`src/rtl/axi_reg_slice_if.sv`:
```
// One AXI4 port (AW, W, B, AR, R). master drives requests and response readies;
// slave is the mirror image.
interface axi_reg_slice_if #(
    parameter int ID_W   = 1,
    parameter int ADDR_W = 32,
    parameter int DATA_W = 32
);
    logic [ID_W-1:0]     awid;
    logic [ADDR_W-1:0]   awaddr;
    logic [7:0]          awlen;
    logic [2:0]          awsize;
    logic [1:0]          awburst;
    logic                awlock;
    logic [3:0]          awcache;
    logic [2:0]          awprot;
    logic [3:0]          awqos;
    logic                awvalid;
    logic                awready;

    logic [ID_W-1:0]     wid;
    logic [DATA_W-1:0]   wdata;
    logic [DATA_W/8-1:0] wstrb;
    logic                wlast;
    logic                wvalid;
    logic                wready;

    logic [ID_W-1:0]     bid;
    logic [1:0]          bresp;
    logic                bvalid;
    logic                bready;

    logic [ID_W-1:0]     arid;
    logic [ADDR_W-1:0]   araddr;
    logic [7:0]          arlen;
    logic [2:0]          arsize;
    logic [1:0]          arburst;
    logic                arlock;
    logic [3:0]          arcache;
    logic [2:0]          arprot;
    logic [3:0]          arqos;
    logic                arvalid;
    logic                arready;

    logic [ID_W-1:0]     rid;
    logic [DATA_W-1:0]   rdata;
    logic [1:0]          rresp;
    logic                rlast;
    logic                rvalid;
    logic                rready;

    modport master (
        output awid, awaddr, awlen, awsize, awburst, awlock, awcache, awprot, awqos, awvalid,
        input  awready,
        output wid, wdata, wstrb, wlast, wvalid,
        input  wready,
        input  bid, bresp, bvalid,
        output bready,
        output arid, araddr, arlen, arsize, arburst, arlock, arcache, arprot, arqos, arvalid,
        input  arready,
        input  rid, rdata, rresp, rlast, rvalid,
        output rready
    );

    modport slave (
        input  awid, awaddr, awlen, awsize, awburst, awlock, awcache, awprot, awqos, awvalid,
        output awready,
        input  wid, wdata, wstrb, wlast, wvalid,
        output wready,
        output bid, bresp, bvalid,
        input  bready,
        input  arid, araddr, arlen, arsize, arburst, arlock, arcache, arprot, arqos, arvalid,
        output arready,
        output rid, rdata, rresp, rlast, rvalid,
        input  rready
    );
endinterface

```
`src/rtl/axi_reg_slice.sv`:
```
// AXI4 register slice; each channel is either a wire or a 2-entry skid buffer.
// Latency 0 (wire) or 1 cycle (skid); skid accepts until both entries are full, no bubbles.

module axi_reg_slice_ch #(
    parameter int DAT_W = 8,
    parameter int MODE  = 1
) (
    input  logic             clk,
    input  logic             rst_n,
    input  logic             in_vld,
    output logic             in_rdy,
    input  logic [DAT_W-1:0] in_dat,
    output logic             out_vld,
    input  logic             out_rdy,
    output logic [DAT_W-1:0] out_dat
);
    if (MODE == 0) begin : g_wire
        logic unused_clk_rst;
        assign unused_clk_rst = ^{clk, rst_n};
        assign out_vld = in_vld;
        assign out_dat = in_dat;
        assign in_rdy  = out_rdy;
    end else begin : g_skid
        localparam logic [1:0] EMPTY = 2'd0;
        localparam logic [1:0] ONE   = 2'd1;
        localparam logic [1:0] TWO   = 2'd2;

        logic [1:0]       state;
        logic [DAT_W-1:0] m_dat;
        logic [DAT_W-1:0] s_dat;
        logic             rdy_q;
        logic             push;
        logic             pop;

        assign push = in_vld && rdy_q;
        assign pop  = (state != EMPTY) && out_rdy;

        // rdy_q mirrors "next state is not TWO" so in_rdy never depends on out_rdy
        always_ff @(posedge clk or negedge rst_n) begin
            if (!rst_n) begin
                state <= EMPTY;
                m_dat <= '0;
                s_dat <= '0;
                rdy_q <= 1'b0;
            end else begin
                rdy_q <= 1'b1;
                case (state)
                    EMPTY: begin
                        if (push) begin
                            m_dat <= in_dat;
                            state <= ONE;
                        end
                    end
                    ONE: begin
                        if (push && pop) begin
                            m_dat <= in_dat;
                        end else if (push) begin
                            s_dat <= in_dat;
                            state <= TWO;
                            rdy_q <= 1'b0;
                        end else if (pop) begin
                            state <= EMPTY;
                        end
                    end
                    TWO: begin
                        if (pop) begin
                            m_dat <= s_dat;
                            state <= ONE;
                        end else begin
                            rdy_q <= 1'b0;
                        end
                    end
                    default: state <= EMPTY;
                endcase
            end
        end

        assign in_rdy  = rdy_q;
        assign out_vld = (state != EMPTY);
        assign out_dat = m_dat;

        a_stall_stable: assert property (@(posedge clk) disable iff (!rst_n)
            (out_vld && !out_rdy) |=> $stable(out_dat));
    end
endmodule

module axi_reg_slice #(
    parameter int AXI_ID_W   = 1,
    parameter int AXI_ADDR_W = 32,
    parameter int AXI_DATA_W = 32,
    parameter int AW_MODE    = 1,
    parameter int W_MODE     = 1,
    parameter int B_MODE     = 1,
    parameter int AR_MODE    = 1,
    parameter int R_MODE     = 1
) (
    input  logic             clk,
    input  logic             rst_n,
    axi_reg_slice_if.slave   s_axi,
    axi_reg_slice_if.master  m_axi
);
    localparam int AX_W = AXI_ID_W + AXI_ADDR_W + 25;
    localparam int W_W  = AXI_ID_W + AXI_DATA_W + AXI_DATA_W / 8 + 1;
    localparam int B_W  = AXI_ID_W + 2;
    localparam int R_W  = AXI_ID_W + AXI_DATA_W + 3;

    logic [AX_W-1:0] aw_in_dat, aw_out_dat, ar_in_dat, ar_out_dat;
    logic [W_W-1:0]  w_in_dat, w_out_dat;
    logic [B_W-1:0]  b_in_dat, b_out_dat;
    logic [R_W-1:0]  r_in_dat, r_out_dat;

    // AW, W, AR flow s_axi -> m_axi; B and R flow m_axi -> s_axi
    assign aw_in_dat = {s_axi.awid, s_axi.awaddr, s_axi.awlen, s_axi.awsize, s_axi.awburst,
                        s_axi.awlock, s_axi.awcache, s_axi.awprot, s_axi.awqos};
    assign {m_axi.awid, m_axi.awaddr, m_axi.awlen, m_axi.awsize, m_axi.awburst,
            m_axi.awlock, m_axi.awcache, m_axi.awprot, m_axi.awqos} = aw_out_dat;

    assign w_in_dat = {s_axi.wid, s_axi.wdata, s_axi.wstrb, s_axi.wlast};
    assign {m_axi.wid, m_axi.wdata, m_axi.wstrb, m_axi.wlast} = w_out_dat;

    assign b_in_dat = {m_axi.bid, m_axi.bresp};
    assign {s_axi.bid, s_axi.bresp} = b_out_dat;

    assign ar_in_dat = {s_axi.arid, s_axi.araddr, s_axi.arlen, s_axi.arsize, s_axi.arburst,
                        s_axi.arlock, s_axi.arcache, s_axi.arprot, s_axi.arqos};
    assign {m_axi.arid, m_axi.araddr, m_axi.arlen, m_axi.arsize, m_axi.arburst,
            m_axi.arlock, m_axi.arcache, m_axi.arprot, m_axi.arqos} = ar_out_dat;

    assign r_in_dat = {m_axi.rid, m_axi.rdata, m_axi.rresp, m_axi.rlast};
    assign {s_axi.rid, s_axi.rdata, s_axi.rresp, s_axi.rlast} = r_out_dat;

    axi_reg_slice_ch #(.DAT_W(AX_W), .MODE(AW_MODE)) u_aw (
        .clk(clk), .rst_n(rst_n),
        .in_vld(s_axi.awvalid), .in_rdy(s_axi.awready), .in_dat(aw_in_dat),
        .out_vld(m_axi.awvalid), .out_rdy(m_axi.awready), .out_dat(aw_out_dat)
    );

    axi_reg_slice_ch #(.DAT_W(W_W), .MODE(W_MODE)) u_w (
        .clk(clk), .rst_n(rst_n),
        .in_vld(s_axi.wvalid), .in_rdy(s_axi.wready), .in_dat(w_in_dat),
        .out_vld(m_axi.wvalid), .out_rdy(m_axi.wready), .out_dat(w_out_dat)
    );

    axi_reg_slice_ch #(.DAT_W(B_W), .MODE(B_MODE)) u_b (
        .clk(clk), .rst_n(rst_n),
        .in_vld(m_axi.bvalid), .in_rdy(m_axi.bready), .in_dat(b_in_dat),
        .out_vld(s_axi.bvalid), .out_rdy(s_axi.bready), .out_dat(b_out_dat)
    );

    axi_reg_slice_ch #(.DAT_W(AX_W), .MODE(AR_MODE)) u_ar (
        .clk(clk), .rst_n(rst_n),
        .in_vld(s_axi.arvalid), .in_rdy(s_axi.arready), .in_dat(ar_in_dat),
        .out_vld(m_axi.arvalid), .out_rdy(m_axi.arready), .out_dat(ar_out_dat)
    );

    axi_reg_slice_ch #(.DAT_W(R_W), .MODE(R_MODE)) u_r (
        .clk(clk), .rst_n(rst_n),
        .in_vld(m_axi.rvalid), .in_rdy(m_axi.rready), .in_dat(r_in_dat),
        .out_vld(s_axi.rvalid), .out_rdy(s_axi.rready), .out_dat(r_out_dat)
    );
endmodule

```
`src/flat_wrapper.sv`:
```
// flat-port wrapper written by rule: the top's interface ports become plain ports
module axi_reg_slice_flat 
#(
    parameter int AXI_ID_W   = 1,
    parameter int AXI_ADDR_W = 32,
    parameter int AXI_DATA_W = 32,
    parameter int AW_MODE    = 1,
    parameter int W_MODE     = 1,
    parameter int B_MODE     = 1,
    parameter int AR_MODE    = 1,
    parameter int R_MODE     = 1
)
  (clk, rst_n, s_axi_awid, s_axi_awaddr, s_axi_awlen, s_axi_awsize, s_axi_awburst, s_axi_awlock, s_axi_awcache, s_axi_awprot, s_axi_awqos, s_axi_awvalid, s_axi_awready, s_axi_wid, s_axi_wdata, s_axi_wstrb, s_axi_wlast, s_axi_wvalid, s_axi_wready, s_axi_bid, s_axi_bresp, s_axi_bvalid, s_axi_bready, s_axi_arid, s_axi_araddr, s_axi_arlen, s_axi_arsize, s_axi_arburst, s_axi_arlock, s_axi_arcache, s_axi_arprot, s_axi_arqos, s_axi_arvalid, s_axi_arready, s_axi_rid, s_axi_rdata, s_axi_rresp, s_axi_rlast, s_axi_rvalid, s_axi_rready, m_axi_awid, m_axi_awaddr, m_axi_awlen, m_axi_awsize, m_axi_awburst, m_axi_awlock, m_axi_awcache, m_axi_awprot, m_axi_awqos, m_axi_awvalid, m_axi_awready, m_axi_wid, m_axi_wdata, m_axi_wstrb, m_axi_wlast, m_axi_wvalid, m_axi_wready, m_axi_bid, m_axi_bresp, m_axi_bvalid, m_axi_bready, m_axi_arid, m_axi_araddr, m_axi_arlen, m_axi_arsize, m_axi_arburst, m_axi_arlock, m_axi_arcache, m_axi_arprot, m_axi_arqos, m_axi_arvalid, m_axi_arready, m_axi_rid, m_axi_rdata, m_axi_rresp, m_axi_rlast, m_axi_rvalid, m_axi_rready);
  axi_reg_slice_if s_axi_i ();
  axi_reg_slice_if m_axi_i ();
  input  logic clk;
  input  logic rst_n;
  input wire logic [$bits(s_axi_i.awid)-1:0] s_axi_awid;
  input wire logic [$bits(s_axi_i.awaddr)-1:0] s_axi_awaddr;
  input wire logic [$bits(s_axi_i.awlen)-1:0] s_axi_awlen;
  input wire logic [$bits(s_axi_i.awsize)-1:0] s_axi_awsize;
  input wire logic [$bits(s_axi_i.awburst)-1:0] s_axi_awburst;
  input wire logic [$bits(s_axi_i.awlock)-1:0] s_axi_awlock;
  input wire logic [$bits(s_axi_i.awcache)-1:0] s_axi_awcache;
  input wire logic [$bits(s_axi_i.awprot)-1:0] s_axi_awprot;
  input wire logic [$bits(s_axi_i.awqos)-1:0] s_axi_awqos;
  input wire logic [$bits(s_axi_i.awvalid)-1:0] s_axi_awvalid;
  output wire logic [$bits(s_axi_i.awready)-1:0] s_axi_awready;
  input wire logic [$bits(s_axi_i.wid)-1:0] s_axi_wid;
  input wire logic [$bits(s_axi_i.wdata)-1:0] s_axi_wdata;
  input wire logic [$bits(s_axi_i.wstrb)-1:0] s_axi_wstrb;
  input wire logic [$bits(s_axi_i.wlast)-1:0] s_axi_wlast;
  input wire logic [$bits(s_axi_i.wvalid)-1:0] s_axi_wvalid;
  output wire logic [$bits(s_axi_i.wready)-1:0] s_axi_wready;
  output wire logic [$bits(s_axi_i.bid)-1:0] s_axi_bid;
  output wire logic [$bits(s_axi_i.bresp)-1:0] s_axi_bresp;
  output wire logic [$bits(s_axi_i.bvalid)-1:0] s_axi_bvalid;
  input wire logic [$bits(s_axi_i.bready)-1:0] s_axi_bready;
  input wire logic [$bits(s_axi_i.arid)-1:0] s_axi_arid;
  input wire logic [$bits(s_axi_i.araddr)-1:0] s_axi_araddr;
  input wire logic [$bits(s_axi_i.arlen)-1:0] s_axi_arlen;
  input wire logic [$bits(s_axi_i.arsize)-1:0] s_axi_arsize;
  input wire logic [$bits(s_axi_i.arburst)-1:0] s_axi_arburst;
  input wire logic [$bits(s_axi_i.arlock)-1:0] s_axi_arlock;
  input wire logic [$bits(s_axi_i.arcache)-1:0] s_axi_arcache;
  input wire logic [$bits(s_axi_i.arprot)-1:0] s_axi_arprot;
  input wire logic [$bits(s_axi_i.arqos)-1:0] s_axi_arqos;
  input wire logic [$bits(s_axi_i.arvalid)-1:0] s_axi_arvalid;
  output wire logic [$bits(s_axi_i.arready)-1:0] s_axi_arready;
  output wire logic [$bits(s_axi_i.rid)-1:0] s_axi_rid;
  output wire logic [$bits(s_axi_i.rdata)-1:0] s_axi_rdata;
  output wire logic [$bits(s_axi_i.rresp)-1:0] s_axi_rresp;
  output wire logic [$bits(s_axi_i.rlast)-1:0] s_axi_rlast;
  output wire logic [$bits(s_axi_i.rvalid)-1:0] s_axi_rvalid;
  input wire logic [$bits(s_axi_i.rready)-1:0] s_axi_rready;
  output wire logic [$bits(m_axi_i.awid)-1:0] m_axi_awid;
  output wire logic [$bits(m_axi_i.awaddr)-1:0] m_axi_awaddr;
  output wire logic [$bits(m_axi_i.awlen)-1:0] m_axi_awlen;
  output wire logic [$bits(m_axi_i.awsize)-1:0] m_axi_awsize;
  output wire logic [$bits(m_axi_i.awburst)-1:0] m_axi_awburst;
  output wire logic [$bits(m_axi_i.awlock)-1:0] m_axi_awlock;
  output wire logic [$bits(m_axi_i.awcache)-1:0] m_axi_awcache;
  output wire logic [$bits(m_axi_i.awprot)-1:0] m_axi_awprot;
  output wire logic [$bits(m_axi_i.awqos)-1:0] m_axi_awqos;
  output wire logic [$bits(m_axi_i.awvalid)-1:0] m_axi_awvalid;
  input wire logic [$bits(m_axi_i.awready)-1:0] m_axi_awready;
  output wire logic [$bits(m_axi_i.wid)-1:0] m_axi_wid;
  output wire logic [$bits(m_axi_i.wdata)-1:0] m_axi_wdata;
  output wire logic [$bits(m_axi_i.wstrb)-1:0] m_axi_wstrb;
  output wire logic [$bits(m_axi_i.wlast)-1:0] m_axi_wlast;
  output wire logic [$bits(m_axi_i.wvalid)-1:0] m_axi_wvalid;
  input wire logic [$bits(m_axi_i.wready)-1:0] m_axi_wready;
  input wire logic [$bits(m_axi_i.bid)-1:0] m_axi_bid;
  input wire logic [$bits(m_axi_i.bresp)-1:0] m_axi_bresp;
  input wire logic [$bits(m_axi_i.bvalid)-1:0] m_axi_bvalid;
  output wire logic [$bits(m_axi_i.bready)-1:0] m_axi_bready;
  output wire logic [$bits(m_axi_i.arid)-1:0] m_axi_arid;
  output wire logic [$bits(m_axi_i.araddr)-1:0] m_axi_araddr;
  output wire logic [$bits(m_axi_i.arlen)-1:0] m_axi_arlen;
  output wire logic [$bits(m_axi_i.arsize)-1:0] m_axi_arsize;
  output wire logic [$bits(m_axi_i.arburst)-1:0] m_axi_arburst;
  output wire logic [$bits(m_axi_i.arlock)-1:0] m_axi_arlock;
  output wire logic [$bits(m_axi_i.arcache)-1:0] m_axi_arcache;
  output wire logic [$bits(m_axi_i.arprot)-1:0] m_axi_arprot;
  output wire logic [$bits(m_axi_i.arqos)-1:0] m_axi_arqos;
  output wire logic [$bits(m_axi_i.arvalid)-1:0] m_axi_arvalid;
  input wire logic [$bits(m_axi_i.arready)-1:0] m_axi_arready;
  input wire logic [$bits(m_axi_i.rid)-1:0] m_axi_rid;
  input wire logic [$bits(m_axi_i.rdata)-1:0] m_axi_rdata;
  input wire logic [$bits(m_axi_i.rresp)-1:0] m_axi_rresp;
  input wire logic [$bits(m_axi_i.rlast)-1:0] m_axi_rlast;
  input wire logic [$bits(m_axi_i.rvalid)-1:0] m_axi_rvalid;
  output wire logic [$bits(m_axi_i.rready)-1:0] m_axi_rready;
  assign s_axi_i.awid = s_axi_awid;
  assign s_axi_i.awaddr = s_axi_awaddr;
  assign s_axi_i.awlen = s_axi_awlen;
  assign s_axi_i.awsize = s_axi_awsize;
  assign s_axi_i.awburst = s_axi_awburst;
  assign s_axi_i.awlock = s_axi_awlock;
  assign s_axi_i.awcache = s_axi_awcache;
  assign s_axi_i.awprot = s_axi_awprot;
  assign s_axi_i.awqos = s_axi_awqos;
  assign s_axi_i.awvalid = s_axi_awvalid;
  assign s_axi_awready = s_axi_i.awready;
  assign s_axi_i.wid = s_axi_wid;
  assign s_axi_i.wdata = s_axi_wdata;
  assign s_axi_i.wstrb = s_axi_wstrb;
  assign s_axi_i.wlast = s_axi_wlast;
  assign s_axi_i.wvalid = s_axi_wvalid;
  assign s_axi_wready = s_axi_i.wready;
  assign s_axi_bid = s_axi_i.bid;
  assign s_axi_bresp = s_axi_i.bresp;
  assign s_axi_bvalid = s_axi_i.bvalid;
  assign s_axi_i.bready = s_axi_bready;
  assign s_axi_i.arid = s_axi_arid;
  assign s_axi_i.araddr = s_axi_araddr;
  assign s_axi_i.arlen = s_axi_arlen;
  assign s_axi_i.arsize = s_axi_arsize;
  assign s_axi_i.arburst = s_axi_arburst;
  assign s_axi_i.arlock = s_axi_arlock;
  assign s_axi_i.arcache = s_axi_arcache;
  assign s_axi_i.arprot = s_axi_arprot;
  assign s_axi_i.arqos = s_axi_arqos;
  assign s_axi_i.arvalid = s_axi_arvalid;
  assign s_axi_arready = s_axi_i.arready;
  assign s_axi_rid = s_axi_i.rid;
  assign s_axi_rdata = s_axi_i.rdata;
  assign s_axi_rresp = s_axi_i.rresp;
  assign s_axi_rlast = s_axi_i.rlast;
  assign s_axi_rvalid = s_axi_i.rvalid;
  assign s_axi_i.rready = s_axi_rready;
  assign m_axi_awid = m_axi_i.awid;
  assign m_axi_awaddr = m_axi_i.awaddr;
  assign m_axi_awlen = m_axi_i.awlen;
  assign m_axi_awsize = m_axi_i.awsize;
  assign m_axi_awburst = m_axi_i.awburst;
  assign m_axi_awlock = m_axi_i.awlock;
  assign m_axi_awcache = m_axi_i.awcache;
  assign m_axi_awprot = m_axi_i.awprot;
  assign m_axi_awqos = m_axi_i.awqos;
  assign m_axi_awvalid = m_axi_i.awvalid;
  assign m_axi_i.awready = m_axi_awready;
  assign m_axi_wid = m_axi_i.wid;
  assign m_axi_wdata = m_axi_i.wdata;
  assign m_axi_wstrb = m_axi_i.wstrb;
  assign m_axi_wlast = m_axi_i.wlast;
  assign m_axi_wvalid = m_axi_i.wvalid;
  assign m_axi_i.wready = m_axi_wready;
  assign m_axi_i.bid = m_axi_bid;
  assign m_axi_i.bresp = m_axi_bresp;
  assign m_axi_i.bvalid = m_axi_bvalid;
  assign m_axi_bready = m_axi_i.bready;
  assign m_axi_arid = m_axi_i.arid;
  assign m_axi_araddr = m_axi_i.araddr;
  assign m_axi_arlen = m_axi_i.arlen;
  assign m_axi_arsize = m_axi_i.arsize;
  assign m_axi_arburst = m_axi_i.arburst;
  assign m_axi_arlock = m_axi_i.arlock;
  assign m_axi_arcache = m_axi_i.arcache;
  assign m_axi_arprot = m_axi_i.arprot;
  assign m_axi_arqos = m_axi_i.arqos;
  assign m_axi_arvalid = m_axi_i.arvalid;
  assign m_axi_i.arready = m_axi_arready;
  assign m_axi_i.rid = m_axi_rid;
  assign m_axi_i.rdata = m_axi_rdata;
  assign m_axi_i.rresp = m_axi_rresp;
  assign m_axi_i.rlast = m_axi_rlast;
  assign m_axi_i.rvalid = m_axi_rvalid;
  assign m_axi_rready = m_axi_i.rready;
  axi_reg_slice #(.AXI_ID_W(AXI_ID_W), .AXI_ADDR_W(AXI_ADDR_W), .AXI_DATA_W(AXI_DATA_W), .AW_MODE(AW_MODE), .W_MODE(W_MODE), .B_MODE(B_MODE), .AR_MODE(AR_MODE), .R_MODE(R_MODE)) u_core (.clk(clk), .rst_n(rst_n), .s_axi(s_axi_i), .m_axi(m_axi_i));
endmodule
```
`config.mk`:
```
export PLATFORM = sky130hd
export DESIGN_NAME = axi_reg_slice_flat
export DESIGN_NICKNAME = d
export VERILOG_FILES = /design/src/rtl/axi_reg_slice_if.sv /design/src/rtl/axi_reg_slice.sv /design/src/flat_wrapper.sv
export SDC_FILE = /design/constraint.sdc
export NUM_CORES = 1
export LEC_CHECK = 0
export BUFFER_PORTS_ARGS = -buffer_cell sky130_fd_sc_hd__buf_2
export CAP_MARGIN = 20
export CORE_MARGIN = 3
export CORE_UTILIZATION = 54
export CTS_CLUSTER_DIAMETER = 120
export DETAILED_ROUTE_END_ITERATION = 8
export PLACE_DENSITY = 0.88
export SLEW_MARGIN = 20
export SYNTH_ARGS = -nofsm -noshare
export SYNTH_HDL_FRONTEND = slang
export SYNTH_SLANG_ARGS = --single-unit
```
`constraint.sdc`:
```
create_clock -name clk -period 2.4 [get_ports clk]
set_input_delay 0.24 -clock clk [delete_from_list [all_inputs] [get_ports clk]]
set_output_delay 0.24 -clock clk [all_outputs]
set_load 0.05 [all_outputs]
```
Yosys cells after proc, flatten, opt, wreduce, memory -nomap -nowiden
Cells that the tools add are included.
{"block": "op_classes", "n_bitwise": 5, "mux": 70, "n_reduce_logical": 45, "eq_ne": 35}
{"cell": "58-bit two-way mux", "n": 6}
{"cell": "58-bit case mux with 3 select lines", "n": 2}
{"cell": "38-bit two-way mux", "n": 3}
{"cell": "38-bit case mux with 3 select lines", "n": 1}
{"cell": "36-bit two-way mux", "n": 3}
{"cell": "36-bit case mux with 3 select lines", "n": 1}
{"cell": "2-bit two-way mux", "n": 25}
{"cell": "2-bit inequality test, second input constant", "n": 20}
{"cell": "4-bit AND reduction", "n": 10}
{"cell": "2-bit case mux with 3 select lines", "n": 5}
{"cell": "1-bit logical AND", "n": 15}
{"cell": "1-bit two-way mux", "n": 15}
{"cell": "3-bit inequality test, second input constant", "n": 5}
{"cell": "3-bit AND reduction", "n": 5}
{"cell": "3-bit nonzero test", "n": 5}
{"cell": "2-bit by 1-bit == test with 1-bit output, second input constant", "n": 5}
{"cell": "2-bit == test, second input constant", "n": 5}
{"cell": "2-bit logical NOT", "n": 5}
{"cell": "1-bit case mux with 2 select lines", "n": 5}
{"cell": "2-bit nonzero test", "n": 5}
{"cell": "3-bit two-way mux", "n": 3}
{"cell": "3-bit case mux with 3 select lines", "n": 1}
{"cell": "1-bit NOT", "n": 5}
{"block": "totals", "output_inout_bits": 203, "reg_bits": 401, "wordCells": 175, "in_bits": 205}

Logic depth before layout (Yosys ltp)
Gate-level depths: netlist (run 1).
{"block": "logic_depth", "depth_word": 6, "depth_mapped": 9, "mapped_depth_nobuf": 6}

Hierarchy
From an unflattened synthesis (run 1), not the netlist that was laid out.
{"block": "hier_totals", "hier_cells": 1431, "area_unflattened_um2": 17929.7}
{"module": "axi_reg_slice_ch (u_core.u_ar ...)", "instances": 2, "cells_each": 415, "area_per_inst_um2": 5265.0, "seq_area_each_um2": 2977.9}
{"module": "axi_reg_slice_ch (u_core.u_w)", "instances": 1, "cells_each": 285, "area_per_inst_um2": 3504.6, "seq_area_each_um2": 1976.9}
{"module": "axi_reg_slice_ch (u_core.u_r)", "instances": 1, "cells_each": 271, "area_per_inst_um2": 3340.7, "seq_area_each_um2": 1876.8}
{"module": "axi_reg_slice_ch (u_core.u_b)", "instances": 1, "cells_each": 45, "area_per_inst_um2": 554.3, "seq_area_each_um2": 225.2}

Worst setup path before layout (run 1)
No wires, ideal clock.
{"block": "synth_timing", "path_type": "reg-to-reg", "from": "reg u_core.u_w.g_skid.rdy_q (netlist: u_core.u_w.in_rdy)", "to": "reg u_core.u_w.g_skid.m_dat[17] (netlist: u_core.u_w.out_dat[17])", "setup_slack_ns": 0.282, "synth_period_minus_slack_ns": 2.118, "n_path_buf": 2, "setup_time_ns": 0.125, "required_ns": 2.275, "arrival_ns": 1.993, "stages_incl_launch_ff": 7, "path_cell_list": "dfrtp_1 > nand2_1 > a211o_1 > a21oi_1 > buf_4 > buf_4 > mux2_2"}
{"block": "synth_between", "elab_chain_cells": 4, "word_cells_on_any_way": 5, "cone_classes": "eq/ne (2); reduce/logical (3)"}
{"element": "from (decl)", "line": "axi_reg_slice.sv:31", "source": "logic rdy_q;"}
{"element": "from (signal assigned)", "line": "axi_reg_slice.sv:44", "source": "rdy_q <= 1'b0;"}
{"element": "from (signal assigned)", "line": "axi_reg_slice.sv:46", "source": "rdy_q <= 1'b1;"}
{"element": "from (signal assigned)", "line": "axi_reg_slice.sv:60", "source": "rdy_q <= 1'b0;"}
{"element": "1-bit logical AND *", "line": "axi_reg_slice.sv:35", "source": "assign push = in_vld && rdy_q;"}
{"element": "1-bit logical AND", "line": "axi_reg_slice.sv:55", "source": "if (push && pop) begin"}
{"element": "2-bit inequality test (no source line)"}
{"element": "4-bit AND reduction (no source line) *"}
{"element": "to (signal assigned)", "line": "axi_reg_slice.sv:50", "source": "m_dat <= in_dat;"}
{"element": "to (signal assigned)", "line": "axi_reg_slice.sv:56", "source": "m_dat <= in_dat;"}
{"element": "to (signal assigned)", "line": "axi_reg_slice.sv:67", "source": "m_dat <= s_dat;"}
{"element": "to (decl)", "line": "axi_reg_slice.sv:29", "source": "logic [DAT_W-1:0] m_dat;"}
Every way passes the cells marked *; elsewhere a longest branch is shown, timed or not.
A chain may end at the register's enable or synchronous reset.

Worst setup path after layout (run 1)
{"block": "layout_timing", "from": "reg u_core.u_w.g_skid.state[1]", "to": "reg u_core.u_w.g_skid.m_dat[22] (netlist: u_core.u_w.out_dat[22])"}
{"block": "layout_between", "elab_chain_cells": 5, "word_cells_on_any_way": 12, "cone_classes": "eq/ne (5); mux (1); reduce/logical (6)"}
{"element": "from (decl)", "line": "axi_reg_slice.sv:28", "source": "logic [1:0] state;"}
{"element": "from (signal assigned)", "line": "axi_reg_slice.sv:41", "source": "state <= EMPTY;"}
{"element": "from (signal assigned)", "line": "axi_reg_slice.sv:51", "source": "state <= ONE;"}
{"element": "from (signal assigned)", "line": "axi_reg_slice.sv:59", "source": "state <= TWO;"}
{"element": "2-bit nonzero test", "line": "axi_reg_slice.sv:36", "source": "assign pop = (state != EMPTY) && out_rdy;"}
{"element": "1-bit logical AND", "line": "axi_reg_slice.sv:36"}
{"element": "1-bit logical AND", "line": "axi_reg_slice.sv:55"}
{"element": "2-bit inequality test (no source line)"}
{"element": "4-bit AND reduction (no source line)"}
Parallel ways exist; a longest one is shown, timed or not.

==> impl_metrics.env, run 1 <==
export IMPL_grt_pass1_wl_um=79000
export IMPL_drt_iter0_drc=586
export IMPL_drive_gt1_frac=0.582
export IMPL_cts_tree="yes"
export IMPL_slowest_delay_ns=0.47
export IMPL_maxSlewHeadroom=0.628
export IMPL_layout_commonest_cell="mux2_2"
export IMPL_clk_latency_ns=0.52
export IMPL_required_ns=2.80
export IMPL_slew_viol_final=0
export IMPL_clockBufferDepth=3
export IMPL_max_freq_mhz=440
export IMPL_dp_hpwl_um=28800
export IMPL_hold_viol_final=0
export IMPL_synth_area_top_cells="dfrtp_1 (56%), mux2_2 (35%), ha_1 (1.7%), mux2_1 (1.3%), buf_2 (0.84%)"
export IMPL_r2r_slack_ns=0.13
export IMPL_mostFrequentLayoutCells="mux2_2 (558), buf_2 (406), dfrtp_1 (401), dlygate4sd3_1 (194), clkbuf_16 (45)"
export IMPL_cts_sinks=401
export IMPL_vias_per_cell=5.50
export IMPL_yosysSeqAreaShare=0.560
export IMPL_cts_buffers=42
export IMPL_rsz0062_at_grt="no"
export IMPL_outcome="finished clean"
export IMPL_ant_nets=0
export IMPL_path_cells="inv_1 > ha_1 > nand2b_1 > a21o_1 > a21oi_4 > buf_4 > mux2_2"
export IMPL_die_y_um=188
export IMPL_cp_data_arrival_time_ns=2.67
export IMPL_cts_htree_levels=2
export IMPL_drc_errors=0
export IMPL_ctsHoldBuffers=194
export IMPL_tightest_slew_ns=0.558
export IMPL_layout_min_cycle_time_ns=2.27
export IMPL_p_leak_nw=10.8
export IMPL_syn_num_nets=1427
export IMPL_setup_viol_count_final=0
export IMPL_gr_total_overflow=0
export IMPL_synth_area_sq_um=17900
export IMPL_timing_final_crit_share=0.946
export IMPL_fin_skew_ns=0.0124
export IMPL_critPathLaunchType="flop"
export IMPL_syn_to_final_growth_pct=33.8
export IMPL_die_area_sq_um=35400
export IMPL_wl_um=49200
export IMPL_postSynthCellCount=1198
export IMPL_stdcell_count=2290
export IMPL_port_buffers=407
export IMPL_grt_max_degree=76
export IMPL_powerDensity_nw_per_um2=1610
export IMPL_post_route_util=0.735
export IMPL_peakVddDrop_mv=1.19
export IMPL_nNetsFinal=2043
export IMPL_hp_class="in -> reg"
export IMPL_gp_congestion=0.794
export IMPL_critical_path_class="reg -> reg"
export IMPL_die_w_um=188
export IMPL_drtPass1Iterations=6
export IMPL_cts_setup_buffers=0
export IMPL_rr_worst_depth=7
export IMPL_tns_ns=0
export IMPL_cts_root_buf="clkbuf_16"
export IMPL_synth_area_per_cell_sq_um=15.0
export IMPL_ys_ff_latch=401
export IMPL_row_count=66
export IMPL_core_area_sq_um=32600
export IMPL_worstHoldPathCells=4
export IMPL_worst_path_max_delay_cell="dfrtp_1"
export IMPL_io_pins=408
export IMPL_dp_cells=2018
export IMPL_ys_warn_count=0
export IMPL_vias=12604
export IMPL_max_cap_violations=0
export IMPL_start_util=0.549
export IMPL_yosysTopAreaCell="dfrtp_1"
export IMPL_cp_max_fo=19
export IMPL_avgRoutedWirePerCell_um=21.5
export IMPL_end_kind="flop"
export IMPL_synth_cell_types=36
export IMPL_grt_pass1_vias=14154
export IMPL_clk_pin_slew_worst_paths_ns=0.06
export IMPL_synth_top_area_frac=0.560
export IMPL_antenna_found_initial=7
export IMPL_track_usage=0.276
export IMPL_cts_resized=0
## critical path, delay by kind of cell, from the launching register on
family	cells	cell delay (ns)
AOI/OAI and AO/OA	2	0.39
buffers and inverters	2	0.40
DFF	1	0.47
and+or+nand+nor	1	0.24
muxes	1	0.37
adders and majority gates	1	0.26
## per-stage QoR
step                setup WS [ns]  hold WS (ns)  total power [mW]  instance area, sq um
floorplan                   0.282       -0.0556              26.5                 17900
finish                      0.129         0.130              38.5                 24000
detailed placement          0.201         0.242              31.1                 20600
global route               0.0434         0.114              40.2                 24000
CTS                         0.200        0.0727              37.9                 23900
global placement            0.300         0.239              30.4                 20600
## logic make-up (layout without fill, tap and decap cells)
| logic type | Yosys count | count (layout) | share of synthesized area |
|---|---|---|---|
| mux | 582 | 582 | 0.366 |
| xor+xnor | 1 | 1 | 0.000489 |
| simple gates | 54 | 54 | 0.0150 |
| fa+ha+maj | 24 | 24 | 0.0168 |
| flops | 401 | 401 | 0.560 |
| compound gates | 52 | 52 | 0.0196 |
| buf+inv | 84 | 729 | 0.0222 |
| other cells | 0 | 5 | 0 |
## path summary, 6_finish.rpt
path                                            start                          end
hold reg to reg               u_core.u_aw.out_dat[38]      u_core.u_aw.out_dat[38]
hold / removal                          m_axi_awready  u_core.u_aw.g_skid.state[0]
min in group asynchronous                       rst_n   u_core.u_b.g_skid.s_dat[2]
max in group asynchronous                       rst_n  u_core.u_aw.g_skid.state[1]
setup reg to reg           u_core.u_w.g_skid.state[1]       u_core.u_w.out_dat[22]
setup / recovery           u_core.u_w.g_skid.state[1]       u_core.u_w.out_dat[22]
## power by group
group,internal (mW),switching [mW]
registers,10.3,2.13
clock network,3.83,2.64
logic,7.59,12.0
## synth_stat cells
cell,count
mux2_2,558
dfrtp_1,401
buf_2,30
ha_1,24
nor2_1,22
mux2_1,21
clkbuf_1,20
inv_1,20
o21ai_0,15
a21oi_1,10
nand2_1,7
nand3_1,7
a21o_1,6
buf_4,6
nor2b_1,6
a31oi_1,5
buf_1,5
a221o_1,4
nand2b_1,4
a211o_1,3
buf_6,3
mux2i_1,3
nor3_1,3
o21bai_1,3
a21oi_4,1
a22oi_1,1
a311oi_1,1
a32o_1,1
and3_1,1
nand2b_4,1
nand4b_1,1
nor2_2,1
nor3b_2,1
o2bb2ai_1,1
o31a_1,1
xor2_1,1
## area by class of cell
type                       instances  area [sq um]
clock inverter                     9           103
clock buffer                      64          1260
tap                              442           553
sequential                       401         10000
multi-input combinational        713          7520
timing repair buffer             636          4400
inverter                          20          75.1
antenna                            5          12.5
fill                            1859          8660
## per-layer routing
metal  global-route usage  up-vias  share of wire
li1                     -     5542              -
met1                0.327     6437           0.38
met2                0.492      497           0.52
met3               0.0641      124          0.066
met4               0.0970        4          0.036
met5                    0        -        0.00063
## state kept, by name (all words and copies together) (netlist names)
register                  cells
u_core.u_r.g_skid.s_dat      36
u_core.u_aw.in_rdy            1
u_core.u_aw.g_skid.s_dat     58
u_core.u_w.g_skid.s_dat      38
u_core.u_r.g_skid.state       2
u_core.u_r.out_dat           36
u_core.u_aw.g_skid.state      2
u_core.u_b.g_skid.state       2
u_core.u_b.out_dat            3
u_core.u_r.in_rdy             1
u_core.u_w.out_dat           38
u_core.u_w.g_skid.state       2
u_core.u_ar.g_skid.s_dat     58
u_core.u_ar.g_skid.state      2
u_core.u_w.in_rdy             1
u_core.u_ar.out_dat          58
u_core.u_b.g_skid.s_dat       3
u_core.u_aw.out_dat          58
u_core.u_b.in_rdy             1
u_core.u_ar.in_rdy            1
Note: power is estimated with default switching activity, not from simulation.
==> inputs of run 2 (changes only) <==
--- a/config.mk
+++ b/config.mk
@@ -7,7 +7,8 @@
 export LEC_CHECK = 0
 export BUFFER_PORTS_ARGS = -buffer_cell sky130_fd_sc_hd__buf_2
 export CAP_MARGIN = 20
-export CORE_MARGIN = 3
+export CORE_ASPECT_RATIO = 0.9
+export CORE_MARGIN = 8
 export CORE_UTILIZATION = 54
 export CTS_CLUSTER_DIAMETER = 120
 export DETAILED_ROUTE_END_ITERATION = 8
==> constraint.sdc (replaced) <==
create_clock -name clk -period 2.4 [get_ports clk]
set_input_delay 0.24 -clock clk [delete_from_list [all_inputs] [get_ports clk]]
set_output_delay 0.24 -clock clk [all_outputs]
set_load 0.02 [all_outputs]
==> impl_metrics.env, run 2 (synthesis gave the netlist of run 1 again) <==
export IMPL_start_util=0.546
export IMPL_tightest_slew_ns=0.723
export IMPL_swShare=0.374
export IMPL_gr_total_overflow=0
export IMPL_rsz0062_at_grt="no"
export IMPL_syn_to_final_growth_pct=33.6
export IMPL_track_usage=0.265
export IMPL_outcome="finished clean"
export IMPL_clockBufferDepth=3
export IMPL_drtPass1Iterations=5
export IMPL_critical_path_class="reg -> reg"
export IMPL_grt_pass1_wl_um=83500
export IMPL_clock_power_share=0.182
export IMPL_drive_gt1_frac=0.582
export IMPL_required_ns=2.81
export IMPL_cts_setup_buffers=0
export IMPL_post_route_util=0.730
export IMPL_gp_congestion=0.851
export IMPL_cp_max_fo=38
export IMPL_ant_nets=0
export IMPL_cts_htree_levels=2
export IMPL_core_area_sq_um=32800
export IMPL_die_w_um=208
export IMPL_worst_path_max_delay_cell="dfrtp_1"
export IMPL_hold_viol_final=0
export IMPL_layout_min_cycle_time_ns=2.28
export IMPL_slowest_delay_ns=0.43
export IMPL_critPathLaunchType="flop"
export IMPL_cts_tree="yes"
export IMPL_p_leak_nw=10.8
export IMPL_powerDensity_nw_per_um2=1440
export IMPL_pwr_share_comb=0.453
export IMPL_hp_class="in -> reg"
export IMPL_place_area_sq_um=20700
export IMPL_cts_buffers=41
export IMPL_max_cap_violations=0
export IMPL_p_seq_frac=0.366
export IMPL_clk_pin_slew_worst_paths_ns=0.06
export IMPL_cp_data_arrival_time_ns=2.69
export IMPL_fin_skew_ns=0.0170
export IMPL_path_cells="inv_1 > ha_1 > nand2b_1 > a22oi_1 > and3_2 > buf_12 > mux2_2"
export IMPL_cts_resized=0
export IMPL_grt_max_degree=86
export IMPL_max_freq_mhz=438
export IMPL_design_area_sq_um=23900
export IMPL_drt_iter0_drc=670
export IMPL_drc_errors=0
export IMPL_cts_sinks=401
export IMPL_io_pins=408
export IMPL_setup_ws_ns=0.117
export IMPL_multi_input_area_sq_um=7520
export IMPL_wl_um=53100
export IMPL_clk_latency_ns=0.53
export IMPL_vias=12900
export IMPL_dpl_worst_slack_ns=0.171
export IMPL_maxSlewHeadroom=0.518
export IMPL_row_count=63
export IMPL_layout_commonest_cell="mux2_2"
export IMPL_slew_viol_final=0
export IMPL_die_area_sq_um=39300
export IMPL_peakVddDrop_mv=0.977
export IMPL_p_int_mw=21.5
export IMPL_vias_per_cell=5.66
export IMPL_antenna_found_initial=7
export IMPL_nNetsFinal=2047
export IMPL_end_kind="flop"
export IMPL_ff_latch_area_sq_um=10000
export IMPL_dp_hpwl_um=31800
export IMPL_tns_ns=0
export IMPL_p_switching_mw=12.8
export IMPL_port_buffers=407
export IMPL_grt_pass1_vias=14601
export IMPL_avgRoutedWirePerCell_um=23.3
export IMPL_die_y_um=189
export IMPL_timing_final_crit_share=0.951
export IMPL_cts_root_buf="clkbuf_16"
export IMPL_setup_viol_count_final=0
export IMPL_mostFrequentLayoutCells="mux2_2 (558), buf_2 (406), dfrtp_1 (401), dlygate4sd3_1 (193), clkbuf_16 (43)"
export IMPL_num_fill_cells=1853
run 2: cell count changes in the layout (fill, tap and decap cells not counted), sizes merged:
| cell | before | now |
|---|---|---|
| dlygate4sd3 | 194 | 193 |
| buf | 442 | 448 |
| inv | 21 | 22 |
| bufinv | 2 | 0 |
| diode | 5 | 9 |
| clkinv | 6 | 5 |
| clkbuf | 64 | 68 |
run 2: routing by layer:
metal  up-vias  GRT usage  share of wire
li1       5578          -              -
met1      6572      0.301           0.38
met2       590      0.470           0.51
met3       160     0.0661          0.067
met4         0      0.114          0.043
met5         -          0              0
run 2: power groups by stage:
| stage | clock [mW] | sequential [mW] | combinational (mW) |
|---|---|---|---|
| final | 6.24 | 12.6 | 15.6 |
| after global routing | 6.64 | 12.9 | 16.5 |
| after CTS | 6.29 | 12.3 | 15.3 |
| after detailed placement | 0 | 12.3 | 14.9 |
| after global placement | 0 | 12.0 | 14.3 |
| after floorplan | 0 | 13.9 | 8.52 |
run 2: stage by stage:
step	hold WS (ns)	std cells	power, mW
after floorplan	-0.0556	1198	22.5
after global placement	0.289	2004	26.4
after detailed placement	0.291	2004	27.2
after CTS	0.00292	2272	33.8
after global routing	0.0421	2278	36.0
final	0.0705	2281	34.4
run 2: worst paths after layout:
| path | slack (ns) | startpoint | cells after the start | end |
|---|---|---|---|---|
| worst max-delay path | 0.12 | u_core.u_aw.g_skid.state[0] | 7 | u_core.u_aw.out_dat[17] |
| worst min-delay path | 0.07 | s_axi_awaddr[25] | 2 | u_core.u_aw.g_skid.s_dat[50] |
| worst max register to register | 0.12 | u_core.u_aw.g_skid.state[0] | 7 | u_core.u_aw.out_dat[17] |
| worst min register to register | 0.48 | u_core.u_aw.out_dat[46] | 1 | u_core.u_aw.out_dat[46] |
| max in group asynchronous | 1.29 | rst_n | 3 | u_core.u_w.g_skid.s_dat[0] |
| min in group asynchronous | 0.33 | rst_n | 2 | u_core.u_r.out_dat[26] |
run 2: layout make-up:
type	count	area share
well taps	422	0.0221
multi-input cells	713	0.314
clock buffers	68	0.0526
clock inverters	7	0.00178
repair buffers	641	0.186
inverters	20	0.00314
flip-flops and latches	401	0.419
diodes	9	0.000941
run 2: what timing repair did:
action / 4_1_cts / 5_1_grt
endpoints found under the hold margin: 259 / 0
endpoints found under the setup margin: 0 / 0
hold buffers: 193 / 0
run 2: worst max-delay path, delay by kind of cell, from the launching register on:
family / cells / cell delay (ns)
buffers and inverters: 2 / 0.34
AND/OR/NAND/NOR: 2 / 0.48
multiplexers: 1 / 0.37
AO/OA/AOI/OAI: 1 / 0.26
flip-flops: 1 / 0.43
adder cells (fa/ha/maj): 1 / 0.26
==> inputs of run 3 (changes only) <==
--- a/config.mk
+++ b/config.mk
@@ -9,10 +9,10 @@
 export CAP_MARGIN = 20
 export CORE_ASPECT_RATIO = 0.9
 export CORE_MARGIN = 8
-export CORE_UTILIZATION = 54
+export CORE_UTILIZATION = 49
 export CTS_CLUSTER_DIAMETER = 120
 export DETAILED_ROUTE_END_ITERATION = 8
-export PLACE_DENSITY = 0.88
+export PLACE_DENSITY = 0.84
 export SLEW_MARGIN = 20
 export SYNTH_ARGS = -nofsm -noshare
 export SYNTH_HDL_FRONTEND = slang
==> constraint.sdc (replaced) <==
create_clock -name clk -period 1.95 [get_ports clk]
set_input_delay 0.195 -clock clk [delete_from_list [all_inputs] [get_ports clk]]
set_output_delay 0.195 -clock clk [all_outputs]
set_load 0.02 [all_outputs]
==> impl_metrics.env, run 3 (synthesis gave the netlist of run 1 again) <==
export IMPL_outcome="complete, but fails checks"
export IMPL_failed_checks="setup timing"
export IMPL_num_fill_cells=2218
export IMPL_critPathLaunchType="flop"
export IMPL_grt_max_degree=75
export IMPL_gr_total_overflow=0
export IMPL_row_count=66
export IMPL_post_route_util=0.685
export IMPL_vias=13073
export IMPL_layout_commonest_cell="mux2_2"
export IMPL_die_w_um=218
export IMPL_cp_num_cells=7
export IMPL_maxSlewHeadroom=0.704
export IMPL_drive_gt1_frac=0.605
export IMPL_port_buffers=407
export IMPL_io_pins=408
export IMPL_layout_min_cycle_time_ns=1.99
export IMPL_cts_htree_levels=2
export IMPL_crit_family="compound AO/OA/AOI/OAI gates"
export IMPL_min_from="m_axi_rvalid"
export IMPL_clk_pin_slew_worst_paths_ns=0.06
export IMPL_hp_class="in -> reg"
export IMPL_r2r_slack_ns=-0.04
export IMPL_slew_viol_final=0
export IMPL_mostFrequentLayoutCells="mux2_2 (541), buf_2 (405), dfrtp_1 (400), dlygate4sd3_1 (194), clkbuf_16 (46)"
export IMPL_gp_congestion=0.824
export IMPL_clk_latency_ns=0.53
export IMPL_cts_tree="yes"
export IMPL_cts_sinks=401
export IMPL_setup_viol_count_final=20
export IMPL_slowest_delay_ns=0.41
export IMPL_design_area_sq_um=24700
export IMPL_place_area_sq_um=21000
export IMPL_grt_pass1_vias=14327
export IMPL_cts_root_buf="clkbuf_16"
export IMPL_worstHoldPathCells=3
export IMPL_cp_endpoint="u_core.u_w.out_dat[25]"
export IMPL_start_util=0.496
export IMPL_die_area_sq_um=42900
export IMPL_vias_per_cell=5.52
export IMPL_r2r_start="u_core.u_w.g_skid.state[1]"
export IMPL_cp_max_fo=5
export IMPL_powerDensity_nw_per_um2=1800
export IMPL_wl_um=54300
export IMPL_grt_pass1_wl_um=82600
export IMPL_die_y_um=197
export IMPL_nNetsFinal=2086
export IMPL_critical_path_class="reg -> reg"
export IMPL_tightest_slew_ns=0.444
export IMPL_track_usage=0.240
export IMPL_end_kind="flop"
export IMPL_antenna_found_initial=6
export IMPL_max_freq_mhz=504
export IMPL_max_cap_violations=0
export IMPL_ant_nets=0
export IMPL_timing_final_crit_share=1.02
export IMPL_path_cells="buf_4 > ha_4 > a211o_1 > a21oi_4 > buf_12 > buf_16 > mux2_2"
export IMPL_setup_ws_ns=-0.0359
export IMPL_avgRoutedWirePerCell_um=22.9
export IMPL_cp_buffers_inverters=3
export IMPL_peakVddDrop_mv=1.09
export IMPL_drtPass1Iterations=5
export IMPL_drt_iter0_drc=912
export IMPL_rsz0062_at_grt="yes"
export IMPL_worst_path_max_delay_cell="dfrtp_1"
export IMPL_fin_skew_ns=0.0173
export IMPL_hold_viol_final=0
export IMPL_clockBufferDepth=3
export IMPL_r2r_end="u_core.u_w.out_dat[25]"
export IMPL_cts_buffers=41
export IMPL_syn_to_final_growth_pct=38.0
export IMPL_drc_errors=0
export IMPL_dp_hpwl_um=31900
export IMPL_rr_worst_depth=7
export IMPL_setup_worst_path_start="u_core.u_w.g_skid.state[1]"
export IMPL_core_area_sq_um=36100
export IMPL_p_leak_nw=11.2
export IMPL_required_ns=2.36
export IMPL_cp_data_arrival_time_ns=2.40
[run 3: changes by cell type in the layout (fill, tap and decap cells not counted), moves of 6 or more]
cell	before	now
buf_4	28	45
buf_6	0	8
inv_1	20	14
buf_12	13	20
ha_1	20	13
inv_2	0	6
clkbuf_1	16	8
mux2_4	0	19
mux2_2	558	541
[run 3: worst reg2reg max path, stage by stage, from the launching register on]
cell and delay [ns]:
dfrtp_1 0.41, buf_4 0.17, ha_4 0.17, a211o_1 0.27
a21oi_4 0.22, buf_12 0.16, buf_16 0.13, mux2_2 0.33
[run 3: how the worst min path moves through the flow]
stage	end	slack (ns)
2_1_floorplan	u_core.u_ar.g_skid.s_dat[0]	-0.10
3_3_place_gp	u_core.u_b.g_skid.s_dat[1]	0.14
3_5_place_dp	u_core.u_b.g_skid.s_dat[1]	0.14
4_1_cts	u_core.u_b.g_skid.state[1]	0.03
5_1_grt	u_core.u_r.g_skid.state[1]	0.06
6_report	u_core.u_r.g_skid.state[1]	0.05
[run 3: layout make-up]
type	count	area [sq um]	area share
tap	476	596	0.0241
clock buffer	59	1190	0.0483
clock inverter	13	124	0.00501
inverter	20	75.1	0.00304
timing repair buffer	680	4980	0.201
multi-input combinational	713	7700	0.312
sequential	401	10000	0.406
antenna	7	17.5	0.000708
[run 3: what timing repair did]
action	4_1_cts	5_1_grt
endpoints found under the hold margin	357	0
buffers inserted	4	10
cloned	1	6
endpoints found under the setup margin	28	200
gates resized for setup	3	50
pin swaps	2	6
hold buffers	194	0
[run 3: power breakdown]
part           switching, mW  internal [mW]  leakage, nW
combinational           10.4           10.8         5.79
clock                   3.30           4.52        0.651
sequential              2.72           12.7         4.76
total                   16.4           28.1         11.2
[run 3: metrics by stage]
step | power [mW] | setup TNS [ns] | cells | hold WS [ns] | setup slack (ns)
after detailed placement | 34.0 | -0.0436 | 2075 | 0.140 | -0.0128
after floorplan | 27.7 | -0.757 | 1198 | -0.101 | -0.0259
after CTS | 42.5 | -0.00452 | 2346 | 0.0272 | -0.00452
after global routing | 46.6 | -4.35 | 2368 | 0.0624 | -0.0735
after global placement | 33.0 | 0 | 2075 | 0.136 | 0.0460
final | 44.5 | -0.405 | 2369 | 0.0472 | -0.0359
[run 3: layer usage]
metal	GRT usage	part of all wire	routed length [um]	vias up
met5	0	0	0	-
met4	0.0879	0.036	1980	0
met3	0.0528	0.068	3710	157
met2	0.421	0.52	28000	594
met1	0.286	0.38	20600	6705
li1	-	-	-	5617
